==> config.mk <==
export PLATFORM = sky130hd
export DESIGN_NAME = cache_victim_sel
export DESIGN_NICKNAME = d
export VERILOG_FILES = /design/src/rtl/cache_victim_sel.sv
export SDC_FILE = /design/constraint.sdc
export NUM_CORES = 1
export LEC_CHECK = 0
export ABC_AREA = 1
export CORE_MARGIN = 1
export CORE_UTILIZATION = 30
export CTS_CLUSTER_DIAMETER = 30
export DETAILED_ROUTE_END_ITERATION = 7
export DONT_BUFFER_PORTS = 1
export SYNTH_ARGS = -nofsm -noshare
export SYNTH_HDL_FRONTEND = slang
export SYNTH_SLANG_ARGS = --single-unit
==> constraint.sdc <==
create_clock -name clk -period 12.1 [get_ports clk]
set_input_delay 1.21 -clock clk [delete_from_list [all_inputs] [get_ports clk]]
set_output_delay 1.21 -clock clk [all_outputs]
set_load 0.05 [all_outputs]
==> src/rtl/cache_victim_sel.sv <==
// cache_victim_sel
//   Replacement-state block for the instruction and data caches. It keeps
//   per-set tree pseudo-LRU or round-robin state, or one global LFSR. It
//   produces the one-hot way to evict on a line fill.
//   Invalid ways win over the policy way. Locked ways are skipped.
//   An update and a read of the same set in one cycle are bypassed, so the
//   read register sees the updated state.
//
// Optional feature macro: CACHE_WAY_LOCK_EN
//   defined   : LockWay removes ways from victim choice. If every way is
//               locked, all ways are eligible again.
//   undefined : LockWay is ignored. The port is kept so the interface does
//               not change between builds.
//
// Ports
//   clk, reset        clock, asynchronous active-high reset
//   CacheEn           load the read register (CurState) from CacheSetTag
//   FlushStage        suppress the state update this cycle
//   LRUWriteEn        commit an access/fill update at PAdrSet
//   SetValid          update is a fill; the accessed way is VictimWay
//   InvalidateCache   clear all per-set state and CurState (not the LFSR)
//   HitWay            one-hot hit way
//   ValidWay          valid bits of the set being read
//   LockWay           ways excluded from victim choice
//   CacheSetTag       set index for the state read
//   PAdrSet           set index for the state update
//   VictimWay         one-hot victim way (combinational from CurState)

module cache_victim_sel #(
   parameter int NUMWAYS      = 4,
   parameter int NUMLINES     = 64,
   parameter int SETLEN       = 6,
   parameter int REPLACE_MODE = 0,   // 0 tree PLRU, 1 round-robin, 2 LFSR
   parameter int LFSRLEN      = 8    // 2..16, must be >= log2(NUMWAYS)
) (
   input  logic                clk,
   input  logic                reset,
   input  logic                CacheEn,
   input  logic                FlushStage,
   input  logic                LRUWriteEn,
   input  logic                SetValid,
   input  logic                InvalidateCache,
   input  logic [NUMWAYS-1:0]  HitWay,
   input  logic [NUMWAYS-1:0]  ValidWay,
   input  logic [NUMWAYS-1:0]  LockWay,
   input  logic [SETLEN-1:0]   CacheSetTag,
   input  logic [SETLEN-1:0]   PAdrSet,
   output logic [NUMWAYS-1:0]  VictimWay
);

   localparam int LOGW = (NUMWAYS > 1) ? $clog2(NUMWAYS) : 1;
   localparam int STW  = (REPLACE_MODE == 1) ? LOGW : ((NUMWAYS > 1) ? NUMWAYS - 1 : 1);

   // Maximal-length Fibonacci tap masks (bit n-1 set for tap n).
   function automatic logic [31:0] lfsr_taps(input int len);
      case (len)
         2:       return 32'h0003;
         3:       return 32'h0006;
         4:       return 32'h000C;
         5:       return 32'h0014;
         6:       return 32'h0030;
         7:       return 32'h0060;
         8:       return 32'h00B8;
         9:       return 32'h0110;
         10:      return 32'h0240;
         11:      return 32'h0500;
         12:      return 32'h0829;
         13:      return 32'h100D;
         14:      return 32'h2015;
         15:      return 32'h6000;
         16:      return 32'hD008;
         default: return 32'h00B8;
      endcase
   endfunction

   localparam logic [31:0] TAPS32 = lfsr_taps(LFSRLEN);

   generate
      if (NUMWAYS == 1) begin : g_one
         assign VictimWay = '1;
         logic unused_inputs;
         assign unused_inputs = &{1'b0, clk, reset, CacheEn, FlushStage, LRUWriteEn, SetValid,
                                  InvalidateCache, HitWay, ValidWay, LockWay, CacheSetTag, PAdrSet};
      end else begin : g_multi
         logic [NUMWAYS-1:0] lock_eff;
         logic [NUMWAYS-1:0] elig;
         logic [NUMWAYS-1:0] inval_elig;
         logic [NUMWAYS-1:0] victim;
         logic [LOGW-1:0]    policy_idx;
         logic [LOGW-1:0]    pick_idx;
         logic [LOGW-1:0]    inval_idx;
         logic               found;

`ifdef CACHE_WAY_LOCK_EN
         assign lock_eff = LockWay;
`else
         assign lock_eff = '0;
         logic unused_lock;
         assign unused_lock = &{1'b0, LockWay};
`endif
         // Locking every way would leave nothing to evict, so fall back to all.
         assign elig       = (&lock_eff) ? '1 : ~lock_eff;
         assign inval_elig = elig & ~ValidWay;

         always_comb begin
            // First eligible way at or above the policy way, wrapping around.
            pick_idx = policy_idx;
            found    = 1'b0;
            for (int k = 0; k < NUMWAYS; k++) begin
               if (!found && elig[(int'(policy_idx) + k) % NUMWAYS]) begin
                  pick_idx = LOGW'((int'(policy_idx) + k) % NUMWAYS);
                  found    = 1'b1;
               end
            end
            // Lowest-index eligible invalid way: scan downward, last hit wins.
            inval_idx = '0;
            for (int k = NUMWAYS - 1; k >= 0; k--) begin
               if (inval_elig[k]) inval_idx = LOGW'(k);
            end
            victim = '0;
            if (|inval_elig) victim[inval_idx] = 1'b1;
            else             victim[pick_idx]  = 1'b1;
         end

         assign VictimWay = victim;

         if (REPLACE_MODE == 2) begin : g_rand
            logic [LFSRLEN-1:0] lfsr_q, lfsr_d;

            always_comb begin
               lfsr_d = lfsr_q;
               if (CacheEn) lfsr_d = {lfsr_q[LFSRLEN-2:0], ^(lfsr_q & TAPS32[LFSRLEN-1:0])};
            end

            always_ff @(posedge clk or posedge reset) begin
               if (reset) lfsr_q <= LFSRLEN'(1);
               else       lfsr_q <= lfsr_d;
            end

            assign policy_idx = lfsr_q[LOGW-1:0];

            logic unused_rand;
            assign unused_rand = &{1'b0, FlushStage, LRUWriteEn, SetValid, InvalidateCache,
                                   HitWay, CacheSetTag, PAdrSet};
         end else begin : g_state
            logic [STW-1:0]     state_mem [NUMLINES];
            logic [STW-1:0]     cur_state_q, cur_state_d;
            logic [STW-1:0]     old_state, new_state;
            logic [NUMWAYS-1:0] acc_way;
            logic               upd_en;

            assign acc_way   = SetValid ? victim : HitWay;
            assign upd_en    = LRUWriteEn & ~FlushStage & (SetValid | (|HitWay));
            assign old_state = state_mem[PAdrSet];

            if (REPLACE_MODE == 0) begin : g_plru
               logic [LOGW-1:0] acc_idx;
               int              upd_node;
               int              walk_node;

               always_comb begin
                  acc_idx = '0;
                  for (int k = 0; k < NUMWAYS; k++) begin
                     if (acc_way[k]) acc_idx = LOGW'(k);
                  end
                  // Point every node on the accessed way's path away from it.
                  new_state = old_state;
                  upd_node  = 0;
                  for (int l = 0; l < LOGW; l++) begin
                     new_state[upd_node] = ~acc_idx[LOGW-1-l];
                     upd_node = 2 * upd_node + 1 + int'(acc_idx[LOGW-1-l]);
                  end
               end

               always_comb begin
                  policy_idx = '0;
                  walk_node  = 0;
                  for (int l = 0; l < LOGW; l++) begin
                     policy_idx[LOGW-1-l] = cur_state_q[walk_node];
                     walk_node = 2 * walk_node + 1 + int'(cur_state_q[walk_node]);
                  end
               end
            end else begin : g_rr
               // The counter only advances on fills; hits leave it alone.
               assign new_state  = SetValid ? old_state + STW'(1) : old_state;
               assign policy_idx = cur_state_q[LOGW-1:0];
            end

            always_comb begin
               cur_state_d = cur_state_q;
               if (InvalidateCache) begin
                  cur_state_d = '0;
               end else if (CacheEn) begin
                  if (upd_en && (CacheSetTag == PAdrSet)) cur_state_d = new_state;
                  else                                    cur_state_d = state_mem[CacheSetTag];
               end
            end

            always_ff @(posedge clk or posedge reset) begin
               if (reset) begin
                  cur_state_q <= '0;
                  for (int i = 0; i < NUMLINES; i++) state_mem[i] <= '0;
               end else begin
                  cur_state_q <= cur_state_d;
                  if (InvalidateCache) begin
                     for (int i = 0; i < NUMLINES; i++) state_mem[i] <= '0;
                  end else if (upd_en) begin
                     state_mem[PAdrSet] <= new_state;
                  end
               end
            end
         end
      end
   endgenerate

endmodule

# [After elaboration in Yosys (flattened, before gate mapping)]
# Cells that the tools add are included.
[totals] inputBits=31 out_inout_bits=4 elab_cells=165 ff_bits=195
[classes] add_sub_neg=5 mux=50 eq_ne=1 reduce_logical=18 n_bitwise=12 n_lt_le_gt_ge=14
[op_table] op="2-to-1 mux 192 bit" count=2
[op_table] op="bitwise mux 192 bit" count=1
[op_table] op="binary-select mux 3 bit (select 6 bit)" count=2
[op_table] op="2-to-1 mux 3 bit" count=8
[op_table] op="demux 3 bit (select 6 bit)" count=1
[op_table] op="2-to-1 mux 2 bit" count=9
[op_table] op="2-to-1 mux 1 bit" count=16
[op_table] op="< comparator 2 x 3 -> 1 bit, second input constant" count=5
[op_table] op="greater-or-equal comparator 7 bit, second input constant" count=2
[op_table] op="inverter 6 -> 7 bit" count=2
[op_table] op="< comparator 3 x 4 -> 1 bit, second input constant" count=3
[op_table] op="binary-select mux 1 bit (select 2 bit)" count=5
[op_table] op="logical AND 1 bit" count=8
[op_table] op="2-to-1 mux 4 bit" count=2
[op_table] op="OR reduction 4 bit" count=2
[op_table] op="< comparator 7 x 1 -> 1 bit, second input constant" count=1
[op_table] op="demux 1 bit (select 2 bit)" count=3
[op_table] op="== test 6 bit" count=1
[op_table] op="greater-or-equal comparator 2 x 1 -> 1 bit, second input constant" count=3
[op_table] op="OR reduction 2 bit" count=3
[op_table] op="adder 1 x 1 -> 2 bit, first input constant" count=2
[op_table] op="adder 2 bit, second input constant" count=2
[op_table] op="inverter 4 bit" count=1
[op_table] op="nonzero test 2 bit" count=2
[op_table] op="other kinds (7)" count=14

# [Logic depth before layout (Yosys ltp)]
# Gate-level depths: netlist of the first run.
[depth] ltp_word=36 depth_mapped=18 mapped_depth_nobuf=16

# [Least setup slack after synthesis of the first run]
# Ideal clock, no wire load.
[synth_path] kind="in2out" start="input ValidWay[0]" end="output VictimWay[0]" stages=2 slack_ns=7.953 n_path_buf=0 arrival_ns=2.937 required_ns=10.890 cell_sequence="nand2_1 > o41ai_1"
[synth_via] elab_chain_cells=7 word_cells_on_any_way=9 cone_classes="2 x order compare; 4 x mux; 1 x bitwise; 2 x reduce/logical"
[synth_rtl] item="start: declaration" line_no="44" source="input logic [NUMWAYS-1:0] ValidWay,"
[synth_rtl] item="inverter 4 bit *" line_no="103" source="assign inval_elig = elig & ~ValidWay;"
[synth_rtl] item="2-to-1 mux 2 bit" line_no="118" source="if (inval_elig[k]) inval_idx = LOGW'(k);"
[synth_rtl] item="< comparator 2 x 3 -> 1 bit (implied by the code) or greater-or-equal comparator 2 x 1 -> 1 bit (tied branches)" line_no="121" source="if (|inval_elig) victim[inval_idx] = 1'b1;"
[synth_rtl] item="logical AND 1 bit (implied by the code)" line_no="121"
[synth_rtl] item="2-to-1 mux 1 bit (implied by the code)" line_no="121"
[synth_rtl] item="demux 1 bit (select 2 bit)" line_no="121"
[synth_rtl] item="2-to-1 mux 4 bit *" line_no="121"
[synth_rtl] item="end: declaration" line_no="48" source="output logic [NUMWAYS-1:0] VictimWay"
# Every way passes the cells marked *; elsewhere a longest branch is shown, timed or not.

# [Worst setup path after layout of the first run]
[layout_path] start="input PAdrSet[0]" end="register g_multi.g_state.state_mem[70] (netlist name)"
[layout_via] elab_chain_cells=8 word_cells_on_any_way=13 cone_classes="2 x order compare; 9 x mux; 1 x bitwise; 1 x reduce/logical"
[layout_rtl] item="start: declaration" line_no="47" source="input logic [SETLEN-1:0] PAdrSet,"
[layout_rtl] item="inverter 6 -> 7 bit (implied by the code) *" line_no="154, 208"
[layout_rtl] item="greater-or-equal comparator 7 bit (implied by the code) (tied with other cells)" line_no="208" source="state_mem[PAdrSet] <= new_state;"
[layout_rtl] item="logical AND 1 bit (implied by the code) or 2-to-1 mux 3 bit (tied branches)" line_no="208, 154"
[layout_rtl] item="2-to-1 mux 3 bit (on tied branches)" line_no="208, 154"
[layout_rtl] item="demux 3 bit (select 6 bit) or bitwise mux 3 bit (tied branches)" line_no="208, 170"
[layout_rtl] item="bitwise mux 192 bit *" line_no="208"
[layout_rtl] item="2-to-1 mux 192 bit *" line_no="207" source="end else if (upd_en) begin"
[layout_rtl] item="2-to-1 mux 192 bit *" line_no="205" source="if (InvalidateCache) begin"
[layout_rtl] item="end signal: indexed assignment" line_no="208"
[layout_rtl] item="end: declaration" line_no="146" source="logic [STW-1:0] state_mem [NUMLINES];"
# Every way passes the cells marked *; elsewhere a longest branch is shown, timed or not. The select of a mux whose other input is x is not followed.
# A chain may end at the register's enable or synchronous reset.

==> results.cfg, run 1 <==
[run_status]
status = complete, no violations

[clock_network]
cts_tree = done
cts_root_buffer = clkbuf_16
clk_pin_slew_ns = 0.07
postCtsSetupBuffers = 0
postCtsResizedCells = 0
htree_levels = 4
clkLatencyLatePin_ns = 0.45
cts-buffers-inserted = 17
cts.sinks = 195
cts_max_path_buffers = 2
postCtsHoldBufs = 0

[sta]
setup_tns_ns = 0
clock_skew_ns = 0.0133
timing.slew.headroom_pct = 18.7
tightestPinTransition_ns = 1.22
hold_viol_final = 0
rsz0062_at_grt = no
setup_viol = 0
maxSlewViolCount = 0
fmax_mhz = 251
fin_crit_sh_pct = 32.9
fin_crit_ns = 3.98

[logic_synthesis]
syn_inst = 1760
syn_area_per_cell_um2 = 6.87
ys_types = 29
synth_xor_area_share_pct = 0.290
synth.yosys.warnings = 0
synth_compound_area_share_pct = 14.6
seq_area_frac_synth_pct = 40.3
synth_nets = 1791
synthAdderAreaFrac_pct = 0
ys_ff_latch = 195
muxShareOfSynthArea_pct = 0
synth_top_family_by_area = simple AND/OR/NAND/NOR gates
syn_area_mm2 = 0.0121
synthSimpleGateAreaFrac_pct = 34.8

[place]
port_buffers = 0
dp.cells = 2174
detailedPlacementHpwl_um = 22800
gp_congestion = 0.884

[cells_and_area]
drive_gt1_share_pct = 6.02
stdcell_count = 2204
register_area_mm2 = 0.00488
diodes = 0
nets = 1699
multi_input_area_mm2 = 0.00608
mostFrequentLayoutCells = nand2_1 (647), nand3_1 (267), dfrtp_1 (195), inv_1 (155), o21ai_0 (100)
syn2layout_area_growth_pct = 6.73
fillers = 4277
final_common_cell = nand2_1

[floorplanning]
io_pins = 35
start_util_pct = 30.4
dieArea_mm2 = 0.0411
die_w_um = 203
die_h_um = 203
rows = 73
core_mm2 = 0.0397

[critical_path]
r2r-start = g_multi.g_state.cur_state_q[0]$_DFFE_PP0P_
crit_type = in -> reg
crit_start = PAdrSet[0]
crit_chain = inv_2 -> buf_4 -> nand2_1 -> nand2_1 -> nand2_1 -> nand2_1 -> nand2_1 -> nand2_1 -> nand2_1 -> nand2_1 -> nor2_1 -> nand3_1 -> nand2_1 -> clkinv_2 -> buf_4 -> o21ai_0
cp.required_ns = 12.40
crit_top_cell = nand2_1
end_kind = register
crit_path_top_delay_cell = buf_4
critical_path_arrival_ns = 4.28
start_kind = input pin
max_stage_delay_ns = 0.59
worstPathMaxFanout = 84

[pwr]
leakagePower_nw = 5.77
powerDensity_mw_per_mm2 = 112
ir_drop_mv = 0.0912
p_total_w = 0.00144

[global_route]
grt_overflow = 0
grt_pass1_wl_um = 62700
antenna_found_initial = 0
grt_pass1_vias = 11300
grt_use_total_pct = 19.5
grt_max_degree = 108

[min_path]
worstHoldStart = g_multi.g_state.state_mem[106]$_DFFE_PP0P_
hp-class = reg -> reg

[run]
max-cap-violations = 0

[detailed_routing]
first_pass_iters = 5
routed_wl_um = 39400
avgViaCountPerCell = 5.36
ant_nets = 0
drc = 0
drt_iter0_markers = 1065
post_drt_wl_per_cell_um = 17.9
vias = 11800
==> synth_stat cells, drive strengths merged <==
cell    instances  area, um2
nand2         648       2430
nand3         268       1350
dfrtp         195       4880
o21ai         186        987
inv           164        616
buf            64        378
clkbuf         57        214
o22ai          54        432
a21oi          47        235
nor2           25       93.8
nor3           20        125
o211ai         11       82.6
nor4            8        170
or2             4       25.0
o21bai          2       15.0
xnor2           2       17.5
xor2            2       17.5
nand4           1       6.26
o21a            1       7.51
o41ai           1       8.76
==> worst paths after layout <==
| path | to | slack, ns | cells past startpoint |
|---|---|---|---|
| max in group asynchronous | g_multi.g_state.state_mem[62]$_DFFE_PP0P_ | 10.19 | 2 |
| min reg2reg | g_multi.g_state.state_mem[106]$_DFFE_PP0P_ | 0.49 | 2 |
| max reg2reg | g_multi.g_state.state_mem[70]$_DFFE_PP0P_ | 9.21 | 9 |
| min | g_multi.g_state.state_mem[106]$_DFFE_PP0P_ | 0.49 | 2 |
| min in group asynchronous | g_multi.g_state.state_mem[111]$_DFFE_PP0P_ | 0.67 | 1 |
| max | g_multi.g_state.state_mem[70]$_DFFE_PP0P_ | 8.12 | 16 |
==> metrics by stage <==
step | hold slack [ns] | instance area (um2) | worst slack (ns) | utilization (%)
after floorplan | 0.448 | 12100 | 5.58 | -
after global placement | 0.467 | 12300 | 7.78 | 31.0
after detailed placement | 0.472 | 12300 | 7.78 | 31.0
after CTS | 0.490 | 12900 | 8.24 | 32.5
after global routing | 0.508 | 12900 | 7.93 | 32.5
final | 0.488 | 12900 | 8.12 | 32.5
==> worst max-delay path, delay by kind of cell <==
| family | cells | cell delay, ns |
|---|---|---|
| simple gates | 11 | 0.90 |
| compound gates | 1 | 0.15 |
| buf+inv | 4 | 1.90 |
==> sequential cells by signal (all words and copies together) (netlist names) <==
name and flops:
g_multi.g_state.cur_state_q 3, g_multi.g_state.state_mem 192
==> area by class of cell <==
cell class / count / share of cell area (%)
Clock buffer: 17 / 3.29
Clock inverter: 13 / 1.27
Inverter: 164 / 4.86
Multi-Input combinational cell: 1280 / 47.1
Sequential cell: 195 / 37.8
Tap cell: 525 / 5.09
Timing Repair Buffer: 10 / 0.581
==> cell families (layout without fill, tap and decap cells) <==
| group | Yosys count | in the layout |
|---|---|---|
| AO/OA/AOI/OAI | 302 | 302 |
| flip-flops | 195 | 195 |
| AND/OR/NAND/NOR | 974 | 974 |
| XOR/XNOR | 4 | 4 |
| buffers and inverters | 285 | 204 |
==> report_power, final <==
group	total (W)	switching, W	internal (W)
logic	0.000197	0.000152	0.0000448
registers	0.000656	0.00000193	0.000654
clock network	0.000588	0.000265	0.000323
==> metal layers <==
layer	wire, um	track usage [%]	share of wire (%)	vias up
met5	0	0	0	-
met4	1150	7.73	2.9	0
met3	3450	4.09	8.7	76
met2	17700	31.0	45	543
met1	17100	25.7	43	5623
li1	-	-	-	5564
Power figures use the tool's default switching activity.
==> run 2, diff against run 1 <==
clock period = 4.1 ns   (was 12.1 ns; I/O delays follow)
==> run 2 against run 1 <==
Final area up 0.74%. Global-route usage down 0.23 points. Die area stayed put. Sequential share of layout area fell by 0.28 points. Final cell count about the same. Sequential cell count is the same. First-iteration DRC count grew 4.8%. Clock power rose to 3.0 times the previous value. Via count shrank 0.59%. Clock skew hardly changed.
==> results.cfg, run 2 (same netlist as run 1, synthesis figures left out) <==
[global_route]
grt_max_degree = 149
grt_use_total_pct = 19.2
antenna_found_initial = 0
grt_pass1_vias = 11100
grt_pass1_wl_um = 61800
grt_overflow = 0

[sta]
tightestPinTransition_ns = 1.19
setup_tns_ns = 0
setup_viol = 0
timing.slew.headroom_pct = 20.1
fmax_mhz = 366
fin_crit_ns = 2.73
fin_crit_sh_pct = 66.6
setup_ws_ns = 1.37
clock_skew_ns = 0.0132
rsz0062_at_grt = no
hold_viol_final = 0
maxSlewViolCount = 0

[critical_path]
crit_type = in -> reg
end_kind = register
worstPathMaxFanout = 84
critical_path_arrival_ns = 3.06
start_kind = input pin
reg2regPathDepth = 9
cp.required_ns = 4.43

[cells_and_area]
drive_gt1_share_pct = 6.07
nets = 1702
syn2layout_area_growth_pct = 7.52
final_area_mm2 = 0.0130
largest_registers = g_multi.g_state.state_mem x192, g_multi.g_state.cur_state_q x3
top_register = g_multi.g_state.state_mem
mostFrequentLayoutCells = nand2_1 (647), nand3_1 (267), dfrtp_1 (195), inv_1 (155), o21ai_0 (100)
diodes = 0
final_common_cell = nand2_1
fillers = 4276
largest_register_ffs = 192

[detailed_routing]
post_drt_wl_per_cell_um = 17.7
first_pass_iters = 8
wl_met1_um = 17000
drt_iter0_markers = 1116
avgViaCountPerCell = 5.32
vias = 11700
met2_length_um = 17700
wl_met3_um = 3140
routed_wl_um = 39100
top_layer = met4
ant_nets = 0
drc = 0

[floorplanning]
dieArea_mm2 = 0.0411
die_w_um = 203
rows = 73
io_pins = 35
core_mm2 = 0.0397
start_util_pct = 30.4
die_h_um = 203

[clock_network]
htree_levels = 4
cts.sinks = 195
postCtsResizedCells = 0
clk_pin_slew_ns = 0.07
cts_max_path_buffers = 2
clkLatencyLatePin_ns = 0.45
postCtsSetupBuffers = 0
cts_tree = done
postCtsHoldBufs = 0
cts-buffers-inserted = 17
cts_root_buffer = clkbuf_16

[min_path]
hp-class = in -> async

[place]
detailedPlacementHpwl_um = 23200
gp_congestion = 0.879
postPlaceCellArea_mm2 = 0.0124
port_buffers = 0
post-place-ws_ns = 0.962

[pwr]
leakagePower_nw = 5.82
powerDensity_mw_per_mm2 = 330
ir_drop_mv = 0.253

[run]
max-cap-violations = 0

[run_status]
status = complete, no violations
[run 2: changes by cell type in the layout (fill, tap and decap cells not counted)]
cell and delta:
clkinv_2 -2, inv_2 +1, buf_12 +6, buf_4 -3
clkbuf_1 +1, inv_8 -1, clkbuf_8 +1, clkinvlp_4 -5
inv_6 +3, clkinv_4 +1
[run 2: final cells by class]
cell class / instances / area, um2 / share of cell area, %
clock buffer: 19 / 443 / 3.41
clock inverter: 10 / 149 / 1.14
inverter: 164 / 622 / 4.78
multi-input combinational: 1280 / 6080 / 46.8
sequential: 195 / 4880 / 37.5
tap: 525 / 657 / 5.05
timing repair buffer: 13 / 173 / 1.33
[run 2: final timing paths]
kind	from	end	slack, ns
worst max-delay path	PAdrSet[0]	g_multi.g_state.state_mem[5]$_DFFE_PP0P_	1.37
worst min-delay path	reset	g_multi.g_state.state_mem[114]$_DFFE_PP0P_	0.05
worst max register to register	g_multi.g_state.cur_state_q[0]$_DFFE_PP0P_	g_multi.g_state.state_mem[133]$_DFFE_PP0P_	1.51
worst min register to register	g_multi.g_state.state_mem[150]$_DFFE_PP0P_	g_multi.g_state.state_mem[150]$_DFFE_PP0P_	0.49
max in group asynchronous	reset	g_multi.g_state.state_mem[43]$_DFFE_PP0P_	3.40
min in group clk	InvalidateCache	g_multi.g_state.state_mem[93]$_DFFE_PP0P_	0.14
[run 2: routing by layer]
| metal | GRT usage (%) | vias to the layer above |
|---|---|---|
| met3 | 3.53 | 71 |
| li1 | - | 5566 |
| met5 | 0 | - |
| met4 | 7.49 | 0 |
| met2 | 30.6 | 468 |
| met1 | 25.8 | 5631 |
[run 2: stage by stage]
step | hold WS (ns) | util [%] | std cells | total power [W]
after floorplan | 0.448 | - | 1760 | 0.00244
after global placement | 0.470 | 31.2 | 2177 | 0.00256
after CTS | 0.0762 | 32.7 | 2206 | 0.00431
final | 0.0474 | 32.7 | 2206 | 0.00429
after detailed placement | 0.474 | 31.2 | 2177 | 0.00257
after global routing | 0.0956 | 32.7 | 2206 | 0.00444
[run 2: power by group]
part	internal, W	total (W)	switching [W]
registers	0.00193	0.00193	0.00000576
logic	0.000152	0.000599	0.000447
clock network	0.000975	0.00176	0.000784
[run 2: critical path, stage by stage]
cell	delay (ns)
inv_2	0.81
nand2_1	0.11
nand2_1	0.11
nand2_1	0.05
nand2_1	0.11
nand2_1	0.05
nand2_1	0.15
nand2_1	0.07
nand2_1	0.07
nor2_1	0.04
nand2_1	0.07
nand2_1	0.09
nand2_4	0.42
buf_12	0.30
o21ai_0	0.11
